`config.mk`:
```
export PLATFORM = sky130hd
export DESIGN_NAME = div_seq
export DESIGN_NICKNAME = d
export VERILOG_FILES = /design/src/rtl/div_pkg.sv /design/src/rtl/div_step.sv /design/src/rtl/div_seq.sv
export SDC_FILE = /design/constraint.sdc
export NUM_CORES = 1
export LEC_CHECK = 0
export ABC_AREA = 1
export ABC_CLOCK_PERIOD_IN_PS = 2700
export CORE_UTILIZATION = 50
export DETAILED_ROUTE_END_ITERATION = 12
export PLACE_DENSITY = 0.73
export SLEW_MARGIN = 20
export SYNTH_ARGS = -nofsm -noshare
export SYNTH_HDL_FRONTEND = slang
export SYNTH_HIERARCHICAL = 1
export SYNTH_SLANG_ARGS = --single-unit
```
`constraint.sdc`:
```
create_clock -name Clock -period 2.7 [get_ports Clock]
set_input_delay 0.54 -clock Clock [delete_from_list [all_inputs] [get_ports Clock]]
set_output_delay 0.54 -clock Clock [all_outputs]
set_load 0.02 [all_outputs]
```
`src/rtl/div_pkg.sv`:
```
`default_nettype none
// ============================================================================
// Module      : div_pkg
// Description : Shared types and constants for the sequential signed divider
//               (div_seq / div_step). Optional remainder output is built when
//               the DIV_REM_EN macro is defined.
// Revision    : 1.0 - initial release
// ============================================================================
package div_pkg;

    // Default operand/result width of the divider
    localparam int WIDTH_DEFAULT = 8;

    // Quotient reported for a divide by zero (all ones, i.e. -1)
    localparam logic [WIDTH_DEFAULT-1:0] DIVZERO_Q = '1;

    // Iteration counter width: must hold 0 .. WIDTH-1 with headroom
    localparam int CNT_W = $clog2(WIDTH_DEFAULT) + 1;

    // Controller states
    typedef enum logic [1:0] {
        IDLE = 2'd0,
        CALC = 2'd1,
        DONE = 2'd2
    } div_state_t;

endpackage : div_pkg
`default_nettype wire

```
`src/rtl/div_step.sv`:
```
`default_nettype none
// ============================================================================
// Module      : div_step
// Description : One combinational restoring-division step. Shifts the next
//               dividend bit into the partial remainder and trial-subtracts
//               the divisor magnitude; keeps the difference when it is
//               non-negative. Used identically whether or not DIV_REM_EN is
//               defined.
// Revision    : 1.0 - initial release
// ============================================================================
module div_step
    import div_pkg::*;
#(
    parameter int WIDTH = WIDTH_DEFAULT
) (
    input  logic [WIDTH-1:0] prem_i,   // partial remainder (always < divisor)
    input  logic             dbit_i,   // next dividend bit, MSB first
    input  logic [WIDTH-1:0] bmag_i,   // divisor magnitude
    output logic [WIDTH-1:0] prem_o,   // next partial remainder
    output logic             qbit_o    // quotient bit produced by this step
);

    logic [WIDTH:0] w_shift;
    logic [WIDTH:0] w_trial;

    // Shift, trial subtract, and restore when the difference went negative.
    // The shifted value is below 2*divisor (or below 2^WIDTH when the divisor
    // is zero), so the top bit of the WIDTH+1 bit difference is its sign.
    always_comb begin
        w_shift = {prem_i, dbit_i};
        w_trial = w_shift - {1'b0, bmag_i};
        qbit_o  = ~w_trial[WIDTH];
        prem_o  = qbit_o ? w_trial[WIDTH-1:0] : w_shift[WIDTH-1:0];
    end

endmodule : div_step
`default_nettype wire

```
`src/rtl/div_seq.sv`:
```
`default_nettype none
// ============================================================================
// Module      : div_seq
// Description : Sequential signed integer divider, one restoring step per
//               clock, truncating toward zero. Start is sampled in IDLE only;
//               the result appears with a one-cycle Done pulse WIDTH cycles
//               later. Define DIV_REM_EN to build the remainder output;
//               without it Rem is tied to zero.
// Revision    : 1.0 - initial release
// ============================================================================
module div_seq
    import div_pkg::*;
#(
    parameter int WIDTH = WIDTH_DEFAULT
) (
    input  logic             Clock,
    input  logic             nReset,
    input  logic             Start,
    input  logic [WIDTH-1:0] A,
    input  logic [WIDTH-1:0] B,
    output logic             Busy,
    output logic             Done,
    output logic [WIDTH-1:0] Q,
    output logic [WIDTH-1:0] Rem,
    output logic             DivZero
);

    localparam int             CW   = $clog2(WIDTH) + 1;
    localparam logic [CW-1:0]  LAST = CW'(WIDTH - 1);

    div_state_t state_q, state_d;

    logic [CW-1:0]    cnt_q;
    logic [WIDTH-1:0] dvd_q;     // dividend magnitude, shifted out MSB first
    logic [WIDTH-1:0] bmag_q;    // divisor magnitude
    logic [WIDTH-2:0] quo_q;     // quotient bits gathered so far
    logic [WIDTH-1:0] prem_q;    // partial remainder
    logic             neg_q;     // quotient sign: sign(A) xor sign(B)
    logic             bzero_q;   // divisor was zero
    logic [WIDTH-1:0] q_q;
    logic             divz_q;

    logic [WIDTH-1:0] w_amag;
    logic [WIDTH-1:0] w_bmag;
    logic [WIDTH-1:0] w_prem_next;
    logic             w_qbit;
    logic [WIDTH-1:0] w_qmag;
    logic [WIDTH-1:0] w_qres;
    logic             w_last;

    // Magnitudes of the incoming operands; -2^(WIDTH-1) maps to 2^(WIDTH-1)
    assign w_amag = A[WIDTH-1] ? (~A + 1'b1) : A;
    assign w_bmag = B[WIDTH-1] ? (~B + 1'b1) : B;

    div_step #(
        .WIDTH (WIDTH)
    ) u_step (
        .prem_i (prem_q),
        .dbit_i (dvd_q[WIDTH-1]),
        .bmag_i (bmag_q),
        .prem_o (w_prem_next),
        .qbit_o (w_qbit)
    );

    assign w_last = (cnt_q == LAST);
    assign w_qmag = {quo_q, w_qbit};

    // Final quotient: forced to -1 on divide by zero, otherwise sign-corrected.
    // The -2^(WIDTH-1) / -1 case wraps to 2^(WIDTH-1) naturally.
    assign w_qres = bzero_q ? {WIDTH{1'b1}}
                            : (neg_q ? (~w_qmag + 1'b1) : w_qmag);

    // State register
    always_ff @(posedge Clock or negedge nReset) begin
        if (!nReset) begin
            state_q <= IDLE;
        end else begin
            state_q <= state_d;
        end
    end

    // Next-state logic and status outputs decoded from the state register
    always_comb begin
        state_d = state_q;
        Busy    = (state_q != IDLE);
        Done    = 1'b0;
        case (state_q)
            IDLE: if (Start) state_d = CALC;
            CALC: if (w_last) state_d = DONE;
            DONE: begin
                Done    = 1'b1;
                state_d = IDLE;
            end
            default: state_d = IDLE;
        endcase
    end

    // Operand capture, iteration datapath and quotient/flag result registers
    always_ff @(posedge Clock or negedge nReset) begin
        if (!nReset) begin
            cnt_q   <= '0;
            dvd_q   <= '0;
            bmag_q  <= '0;
            quo_q   <= '0;
            prem_q  <= '0;
            neg_q   <= 1'b0;
            bzero_q <= 1'b0;
            q_q     <= '0;
            divz_q  <= 1'b0;
        end else begin
            case (state_q)
                IDLE: begin
                    if (Start) begin
                        dvd_q   <= w_amag;
                        bmag_q  <= w_bmag;
                        neg_q   <= A[WIDTH-1] ^ B[WIDTH-1];
                        bzero_q <= (B == '0);
                        cnt_q   <= '0;
                        quo_q   <= '0;
                        prem_q  <= '0;
                    end
                end
                CALC: begin
                    prem_q <= w_prem_next;
                    quo_q  <= w_qmag[WIDTH-2:0];
                    dvd_q  <= {dvd_q[WIDTH-2:0], 1'b0};
                    cnt_q  <= cnt_q + 1'b1;
                    if (w_last) begin
                        q_q    <= w_qres;
                        divz_q <= bzero_q;
                    end
                end
                default: ;
            endcase
        end
    end

    assign Q       = q_q;
    assign DivZero = divz_q;

`ifdef DIV_REM_EN
    logic             sign_a_q;
    logic [WIDTH-1:0] rem_q;

    // Remainder takes the dividend's sign. With a zero divisor every trial
    // subtract succeeds, leaving |A| in the partial remainder, so this
    // sign correction returns A itself.
    always_ff @(posedge Clock or negedge nReset) begin
        if (!nReset) begin
            sign_a_q <= 1'b0;
            rem_q    <= '0;
        end else begin
            if (state_q == IDLE && Start) begin
                sign_a_q <= A[WIDTH-1];
            end
            if (state_q == CALC && w_last) begin
                rem_q <= sign_a_q ? (~w_prem_next + 1'b1) : w_prem_next;
            end
        end
    end

    assign Rem = rem_q;
`else
    assign Rem = '0;
`endif

endmodule : div_seq
`default_nettype wire

```
# After elaboration in Yosys (flattened, before gate mapping)
# Cells that the tools add are included.
# Widths: inputs -> output; s select.
# totals
regBits,48
inputBits,19
out_inout_bits,19
elab_cells,50
# op_classes
addsub,5
eq_ne,5
mux,17
bitwise,5
n_reduce_logical,8
# ops
cell,count
$mux 8,7
$pmux 8 s2,2
$add 8x1->8 const B,3
$not 8->8,3
$pmux 7 s2,1
$sub 9x8->9,1
$logic_not 8->1,1
$pmux 4 s2,1
$reduce_and 2->1,4
$mux 7,1
$add 4x1->4 const B,1
$eq 4x3->1 const B,1
$mux 2,2
$mux 4,1
$ne 2x2->1 const B,2
$pmux 2 s2,1
$reduce_bool 2->1,2
$eq 2x1->1 const B,1
$eq 2x2->1 const B,1
$logic_not 2->1,1
$mux 1,1
$not 1->1,1
$xor 1x1->1,1

# Logic depth before layout (Yosys ltp)
# Gate-level depths: netlist of run 1.
# logic_depth
ltp_word,6
mapped_depth,18
ltp_nobuf,18

# Modules after synthesis
# The synthesis of run 1 kept the hierarchy.
# by_module_without_submodules
mod,n_inst,cells_each,area_per_inst_um2,seq_area_each_um2
div_seq,1,272,2417.3,1201.2
div_step,1,105,590.6,0.0

# Worst setup path before layout of run 1
# OpenSTA, ideal clock, no wires.
# synth_path
path_type,register -> register
from,reg dvd_q[7]
to,reg q_q[4] (netlist: Q[4])
setup_time_ns,0.118
t_arrival_ns,2.142
required_ns,2.582
path_slack_ns,0.440
path_stages_with_launch,18
n_path_buf,0
synth_period_minus_slack_ns,2.260
path_cell_list,dfrtp_1 > inv_1 > ha_1 > inv_1 > fa_1 > nand2_1 > nand2_1 > nand3_2 > nand2_2 > nand2_4 > nand2_8 > inv_1 > ha_1 > nand3_1 > nand3_1 > nand2_1 > o22ai_2 > inv_1
# synth_via
elab_chain_len,6
# synth_lines
item,line_no,rtl
"start, declared",div_seq.sv:34,logic [WIDTH-1:0] dvd_q;
"start signal, assigned",div_seq.sv:114,dvd_q <= w_amag;
"start signal, assigned",div_seq.sv:126,"dvd_q <= {dvd_q[WIDTH-2:0], 1'b0};"
$sub 9x8->9,div_step.sv:31,"w_trial = w_shift - {1'b0, bmag_i};"
$not 1->1,div_step.sv:32,qbit_o = ~w_trial[WIDTH];
named net w_qbit,div_seq.sv:46,logic w_qbit;
$not 8->8,div_seq.sv:71,: (neg_q ? (~w_qmag + 1'b1) : w_qmag);
$add 8x1->8,div_seq.sv:71,
$mux 8,div_seq.sv:71,
$mux 8,div_seq.sv:70,assign w_qres = bzero_q ? {WIDTH{1'b1}}
"end signal, assigned",div_seq.sv:129,q_q <= w_qres;
"end, declared",div_seq.sv:40,logic [WIDTH-1:0] q_q;
# The timed path passes the listed nets, and every way through them passes these cells.
# A chain may end at the register's enable or synchronous reset.

# Worst setup path in the final report of run 1
# layout_path
from,reg dvd_q[7]
to,reg q_q[6] (netlist: Q[6])
# The elaborated chain is that of the path after synthesis.

==> reports/results.tsv, run 1 <==
stage	metric	value	unit
run_status	status	finished, final reports clean	
timing	fin_crit	2481	ps
setup_path	cp-start-kind	flip-flop	
die	fp-row-count	27	
setup_path	required	2910	ps
timing	setup_violations	0	
routing	viasPerCell	5.194	
finish	fill_cells	478	
setup_path	ff2ff_setup_slack	220	ps
setup_path	worstPathArrival	2690	ps
run	maxCapViolations	0	
synth	synth_edf_count	0	
die	dieArea	0.006330	mm²
routing	drt_iter0_markers	212	
die	die_h	79.56	µm
place	gp_congestion	0.8801	
synth	yosys_warnings	6	
setup_path	reg2reg_from	dvd_q[7]$_DFFE_PN0P_	
global_route	grt_pass1_wl	10680	µm
timing	hold_violations	0	
setup_path	worst_path_max_delay_cell	dfrtp_1	
setup_path	rr_worst_depth	17	
timing	period_share	0.9189	
finish	num_antenna_cells	0	
synth	synthTopCellsByArea	dfrtp_1, nand2_1, inv_1	
synth	synth_seq_area_share	0.3993	
timing	rsz0062_at_grt	false	
routing	vias	2493	
clocking	cts_buffers	5	
synth	synth_seq_cells	48	
timing	fmax	403.1	MHz
clocking	cts_sinks	48	
synth	synth-async-reset-ratio	1.000	
power_and_ir_drop	power_frac_clock	0.102	
routing	drtAntennaViolNets	0	
global_route	antenna_found_initial	0	
finish	post-route-util	0.6061	
synth	syn_inst	377	
synth	synth_top_area_frac	0.3993	
synth	synth.top_cells.by_count	nand2_1, inv_1, dfrtp_1	
clocking	cts_root_buf	clkbuf_8	
synth	synth_top_area_cell	dfrtp_1	
clocking	clockBufferDepth	2	
clocking	cts_tree	built	
power_and_ir_drop	combPwrFrac	0.608	
setup_path	path_max_fanout	10	
routing	routed_wl	6117	µm
setup_path	crit_type	reg2reg	
place	placed_area	0.003327	mm²
routing	firstDrtPassIters	4	
synth	synth_top_flop_cell	dfrtp_1	
finish	regArea	0.001201	mm²
power_and_ir_drop	total_power	4383	µW
power_and_ir_drop	p_seq_frac	0.290	
finish	synthToLayoutAreaGrowth	13.69	%
finish	nNetsFinal	439	
finish	drive_gt1_frac	0.09804	
finish	multi_input_area	0.001510	mm²
power_and_ir_drop	powerDensity	1282	mW/mm²
die	die_w	79.56	µm
place	hpwlAfterDp	4608	µm
die	num_io_pins	38	
synth	syn_area_per_cell	7.978	µm²
clocking	clk_latency	310	ps
routing	drc	0	
timing	slew_viol_final	0	
synth	synth.most_common_cell	nand2_1	
place	io_buffers	29	
finish	stdcell_count	480	
setup_path	path_cells	inv_1 > ha_1 > inv_1 > fa_1 > nand2_1 > nand2_1 > nand3_2 > nand2_2 > nand2_4 > nand2_8 > inv_2 > ha_2 > nand4_1 > nand3_1 > nand3_1 > nand2_1 > inv_1	
power_and_ir_drop	max-vdd-ir-drop	472.4	µV
timing	worst_slew_pin_slew	657.1	ps
timing	fin_worst_skew	9.553	ps
min_path	hold_class	in2async	
power_and_ir_drop	p_leak	0.001713	µW
global_route	grt_pass1_vias	2376	
power_and_ir_drop	swShare	0.4685	
synth	syn_area	0.003008	mm²
clocking	ctsHtreeMaxLevel	2	
global_route	grt_max_degree	30	
routing	post_drt_wl_per_cell	12.74	µm
global_route	grt_usage	0.2176	
finish	stdcell_area	0.003420	mm²
setup_path	cpPeakStageDelay	420	ps
setup_path	end_kind	flip-flop	
die	initial_core_util	0.5332	
setup_path	r2r_end	Q[6]$_DFFE_PN0P_	
power_and_ir_drop	p_switching	2053	µW
global_route	grt-ovfl-total	0	
clocking	cts_hold_buf	0	
clocking	post_cts_resized	0	
power_and_ir_drop	p_int	2329	µW
clocking	post_cts_buffers	0	
die	core	0.005642	mm²
timing	tns	0	ps
timing	slew_headroom	0.5619	
place	dp.cells	472	
synth	synth.distinct_cells	39	
setup_path	cp.buffers_inverters	4	
clocking	path_clk_slew	100	ps
setup_path	cp_top_family	simple AND/OR/NAND/NOR gates	
setup_path	cp-startpoint	dvd_q[7]$_DFFE_PN0P_	
## worst max path at each step
stage	to	slack (ps)	cells past startpoint
finish	Q[6]$_DFFE_PN0P_	220	17
global route	Q[6]$_DFFE_PN0P_	20	17
CTS	Q[6]$_DFFE_PN0P_	200	17
detailed placement	Q[6]$_DFFE_PN0P_	190	17
global placement	Q[6]$_DFFE_PN0P_	310	17
floorplan	Q[4]$_DFFE_PN0P_	440	17
## logic make-up (layout without fill, tap and decap cells)
| kind of cell | after synthesis | in the layout | share of synthesized area |
|---|---|---|---|
| and+or+nand+nor | 171 | 171 | 0.2754 |
| buffers and inverters | 73 | 97 | 0.1082 |
| AOI/OAI and AO/OA | 62 | 62 | 0.1327 |
| DFF | 48 | 48 | 0.3993 |
| adders and majority gates | 13 | 13 | 0.05657 |
| xor gates and xnor gates | 8 | 8 | 0.02330 |
| other | 1 | 8 | 0.001247 |
| muxes | 1 | 1 | 0.003328 |
## worst register-to-register path, delay by kind of cell, from the launching register on
family        cells  cell delay, ps
fa+ha+maj         3             730
simple gates     10            1000
buf+inv           4             240
flops             1             420
## sequential cells by signal, summed over array words and instances (netlist names)
register	flops
neg_q	1
prem_q	8
Q	8
quo_q	7
DivZero	1
dvd_q	8
bzero_q	1
cnt_q	4
state_q	2
bmag_q	8
## placed cells by master (no fill, tap or decap), types with 5 or more instances in the layout
| cell | n |
|---|---|
| ha_1 | 11 |
| a21oi_1 | 12 |
| xnor2_1 | 5 |
| nand2_1 | 84 |
| nand4_1 | 9 |
| clkbuf_8 | 5 |
| a22o_1 | 9 |
| o21ai_0 | 22 |
| a22oi_1 | 5 |
| nor2_1 | 30 |
| o22ai_1 | 8 |
| dfrtp_1 | 48 |
| conb_1 | 8 |
| nand3_1 | 28 |
| inv_1 | 51 |
| clkdlybuf4s50_1 | 28 |
## per-stage QoR
stage	hold WS, ps	setup WS [ps]
2_1_floorplan	244.4	440.1
3_3_place_gp	460.8	305.2
3_5_place_dp	471.6	190.9
4_1_cts	270.9	201.0
5_1_grt	291.1	19.63
6_report	244.1	219.0
## cell type report
| class | instances | area share |
|---|---|---|
| multi-input cells | 263 | 0.4416 |
| flip-flops and latches | 48 | 0.3513 |
| repair buffers | 33 | 0.09221 |
| inverters | 56 | 0.06220 |
| well taps | 72 | 0.02634 |
| clock buffers | 5 | 0.02012 |
| clock inverters | 3 | 0.006220 |
## routing by layer
| metal | GRT usage | part of all wire |
|---|---|---|
| met1 | 0.2975 | 0.48 |
| met2 | 0.3487 | 0.46 |
| met5 | 0 | 0 |
| met4 | 0.07455 | 0.017 |
| met3 | 0.03543 | 0.041 |
## power groups by stage
stage	clock network [µW]	registers [µW]	logic, µW
after floorplan	0	1300	2020
after global placement	0	1280	2610
after detailed placement	0	1280	2650
after CTS	454	1270	2660
after global routing	478	1320	3020
final	445	1270	2670
Note: power is estimated with default switching activity, not from simulation.
==> run 2, diff against run 1 <==
--- a/config.mk
+++ b/config.mk
@@ -6,7 +6,6 @@
 export NUM_CORES = 1
 export LEC_CHECK = 0
 export ABC_AREA = 1
-export ABC_CLOCK_PERIOD_IN_PS = 2700
 export CORE_UTILIZATION = 50
 export DETAILED_ROUTE_END_ITERATION = 12
 export PLACE_DENSITY = 0.73
==> results of run 2 <==
No change in the layout: final DEF, timing and power equal those of run 1.
==> run 3, diff against run 2 <==
--- a/config.mk
+++ b/config.mk
@@ -6,6 +6,7 @@
 export NUM_CORES = 1
 export LEC_CHECK = 0
 export ABC_AREA = 1
+export CORE_ASPECT_RATIO = 1.25
 export CORE_UTILIZATION = 50
 export DETAILED_ROUTE_END_ITERATION = 12
 export PLACE_DENSITY = 0.73
==> run 3 against run 2 <==
  * Critical path depth did not move
  * Total power rose by 3.3%
  * Via count rose by 2.6%
  * Sequential cell count did not move
  * Design area rose by 0.62%
  * Worst setup slack improved by 48 ps
  * Sequential power barely moved
  * Fmax rose by 2.0%
  * Sequential share of layout area fell by 0.22 points
  * Die area barely moved
  * Non-clock buffer count rose by 1
==> reports/results.tsv, run 3 (synthesis results as in run 1) <==
stage	metric	value	unit
setup_path	cpPeakStageDelay	410	ps
timing	setup_ws	267.4	ps
setup_path	required	2900	ps
die	num_io_pins	38	
setup_path	cp-start-kind	flip-flop	
global_route	grt_pass1_vias	2419	
power_and_ir_drop	p_int	2450	µW
clocking	ctsHtreeMaxLevel	2	
timing	hold_violations	0	
finish	synthToLayoutAreaGrowth	14.39	%
run_status	status	finished, final reports clean	
die	dieArea	0.006332	mm²
die	core	0.005779	mm²
routing	firstDrtPassIters	4	
setup_path	cp-startpoint	dvd_q[7]$_DFFE_PN0P_	
setup_path	worstPathArrival	2640	ps
power_and_ir_drop	powerDensity	1316	mW/mm²
place	hpwlAfterDp	5045	µm
routing	drtAntennaViolNets	0	
timing	fin_worst_skew	7.954	ps
clocking	cts_sinks	48	
run	maxCapViolations	0	
global_route	grt-ovfl-total	0	
setup_path	ff2ff_setup_slack	270	ps
timing	fin_crit	2433	ps
finish	fill_cells	523	
die	die_h	88.72	µm
die	initial_core_util	0.5205	
timing	slew_viol_final	0	
timing	period_share	0.9010	
clocking	cts_buffers	5	
setup_path	reg2reg_from	dvd_q[7]$_DFFE_PN0P_	
setup_path	r2r_end	Q[4]$_DFFE_PN0P_	
place	gp_congestion	0.8933	
clocking	clk_latency	300	ps
setup_path	rr_worst_depth	17	
timing	fmax	411.1	MHz
timing	rsz0062_at_grt	false	
clocking	clockBufferDepth	2	
timing	setup_violations	0	
min_path	hold_class	in2async	
setup_path	worst_path_max_delay_cell	fa_1	
setup_path	crit_type	reg2reg	
place	dp.cells	465	
finish	drive_gt1_frac	0.1002	
finish	stdcell_area	0.003441	mm²
place	dp_slack	211.0	ps
finish	nNetsFinal	440	
finish	multi_input_area	0.001510	mm²
routing	routed_wl	6592	µm
power_and_ir_drop	p_switching	2077	µW
setup_path	end_kind	flip-flop	
routing	drc	0	
timing	tns	0	ps
clocking	cts_root_buf	clkbuf_8	
setup_path	cp.buffers_inverters	4	
global_route	grt_pass1_wl	10890	µm
setup_path	path_max_fanout	10	
setup_path	cp_top_family	simple AND/OR/NAND/NOR gates	
routing	vias	2559	
routing	drt_iter0_markers	85	
power_and_ir_drop	p_seq_frac	0.283	
finish	final_common_cell	nand2_1	
global_route	antenna_found_initial	0	
setup_path	cp.depth	17	
power_and_ir_drop	power_frac_clock	0.113	
power_and_ir_drop	max-vdd-ir-drop	651.1	µV
timing	whs	137.8	ps
power_and_ir_drop	swShare	0.4589	
finish	stdcell_count	475	
finish	num_antenna_cells	0	
global_route	grt_usage	0.2224	
place	placed_area	0.003312	mm²
global_route	grt_max_degree	34	
finish	mostFrequentLayoutCells	nand2_1, inv_1, dfrtp_1	
setup_path	path_cells	inv_1 > ha_1 > inv_1 > fa_1 > nand2_1 > nand2_1 > nand3_2 > nand2_2 > nand2_4 > nand2_8 > inv_2 > ha_2 > nand3_1 > nand3_1 > nand2_1 > o22ai_2 > inv_1	
routing	viasPerCell	5.387	
power_and_ir_drop	p_leak	0.001727	µW
finish	regArea	0.001201	mm²
clocking	path_clk_slew	90	ps
power_and_ir_drop	combPwrFrac	0.604	
die	die_w	71.38	µm
die	fp-row-count	31	
place	io_buffers	29	
clocking	cts_tree	built	
routing	post_drt_wl_per_cell	13.88	µm
setup_path	crit_end	Q[4]$_DFFE_PN0P_	
==> run 3: cell count changes in the layout (fill, tap and decap cells not counted), sizes merged <==
| cell | before | now |
|---|---|---|
| inv | 57 | 56 |
| buf | 5 | 6 |
| bufinv | 0 | 1 |
==> run 3: layer usage <==
| layer | wire [µm] | part of all wire | up-vias | GRT usage |
|---|---|---|---|---|
| met2 | 3365 | 0.51 | 60 | 0.4000 |
| met3 | 237 | 0.036 | 23 | 0.03531 |
| met5 | 0 | 0 | - | 0 |
| met4 | 244 | 0.037 | 0 | 0.1055 |
| li1 | - | - | 1275 | - |
| met1 | 2745 | 0.42 | 1201 | 0.2598 |
==> run 3: how the worst min path moves through the flow <==
stage,from,to,slack [ps]
3_3_place_gp,nReset,state_q[0]$_DFFE_PN0P_,470
5_1_grt,nReset,state_q[0]$_DFFE_PN0P_,160
2_1_floorplan,nReset,DivZero$_DFFE_PN0P_,240
3_5_place_dp,nReset,state_q[0]$_DFFE_PN0P_,470
6_report,nReset,state_q[0]$_DFFE_PN0P_,140
4_1_cts,nReset,state_q[0]$_DFFE_PN0P_,140
==> run 3: metrics by stage <==
step / total power [µW] / utilization
after floorplan: 3318 / -
after global placement: 3894 / 0.5731
after detailed placement: 3951 / 0.5731
after CTS: 4487 / 0.5923
after global routing: 4939 / 0.5954
final: 4527 / 0.5954
==> run 3: area by class of cell <==
type / instances / area share
Inverter: 56 / 0.06182
Clock buffer: 5 / 0.02000
Sequential cell: 48 / 0.3491
Timing Repair Buffer: 34 / 0.09382
Clock inverter: 3 / 0.01236
Tap cell: 66 / 0.02400
Multi-Input combinational cell: 263 / 0.4389
==> run 3: what timing repair did <==
item	CTS	global route
hold endpoints to repair	0	0
hold buffers	0	0
endpoints found under the setup margin	0	2
gates resized for setup	0	2
setup buffers	0	2
==> run 3: worst register-to-register path, cell delays in order, from the launching register on <==
cell	delay, ps
dfrtp_1	400
inv_1	70
ha_1	130
inv_1	60
fa_1	410
nand2_1	80
nand2_1	100
nand3_2	130
nand2_2	80
nand2_4	120
nand2_8	90
inv_2	90
ha_2	210
nand3_1	100
nand3_1	80
nand2_1	60
o22ai_2	90
inv_1	50
==> run 3: power by group through the flow <==
stage | Combinational (µW) | Sequential [µW] | Clock (µW)
global route | 3060 | 1320 | 551
global placement | 2600 | 1290 | 0
floorplan | 2020 | 1300 | 0
detailed placement | 2660 | 1290 | 0
finish | 2730 | 1280 | 511
CTS | 2680 | 1280 | 527
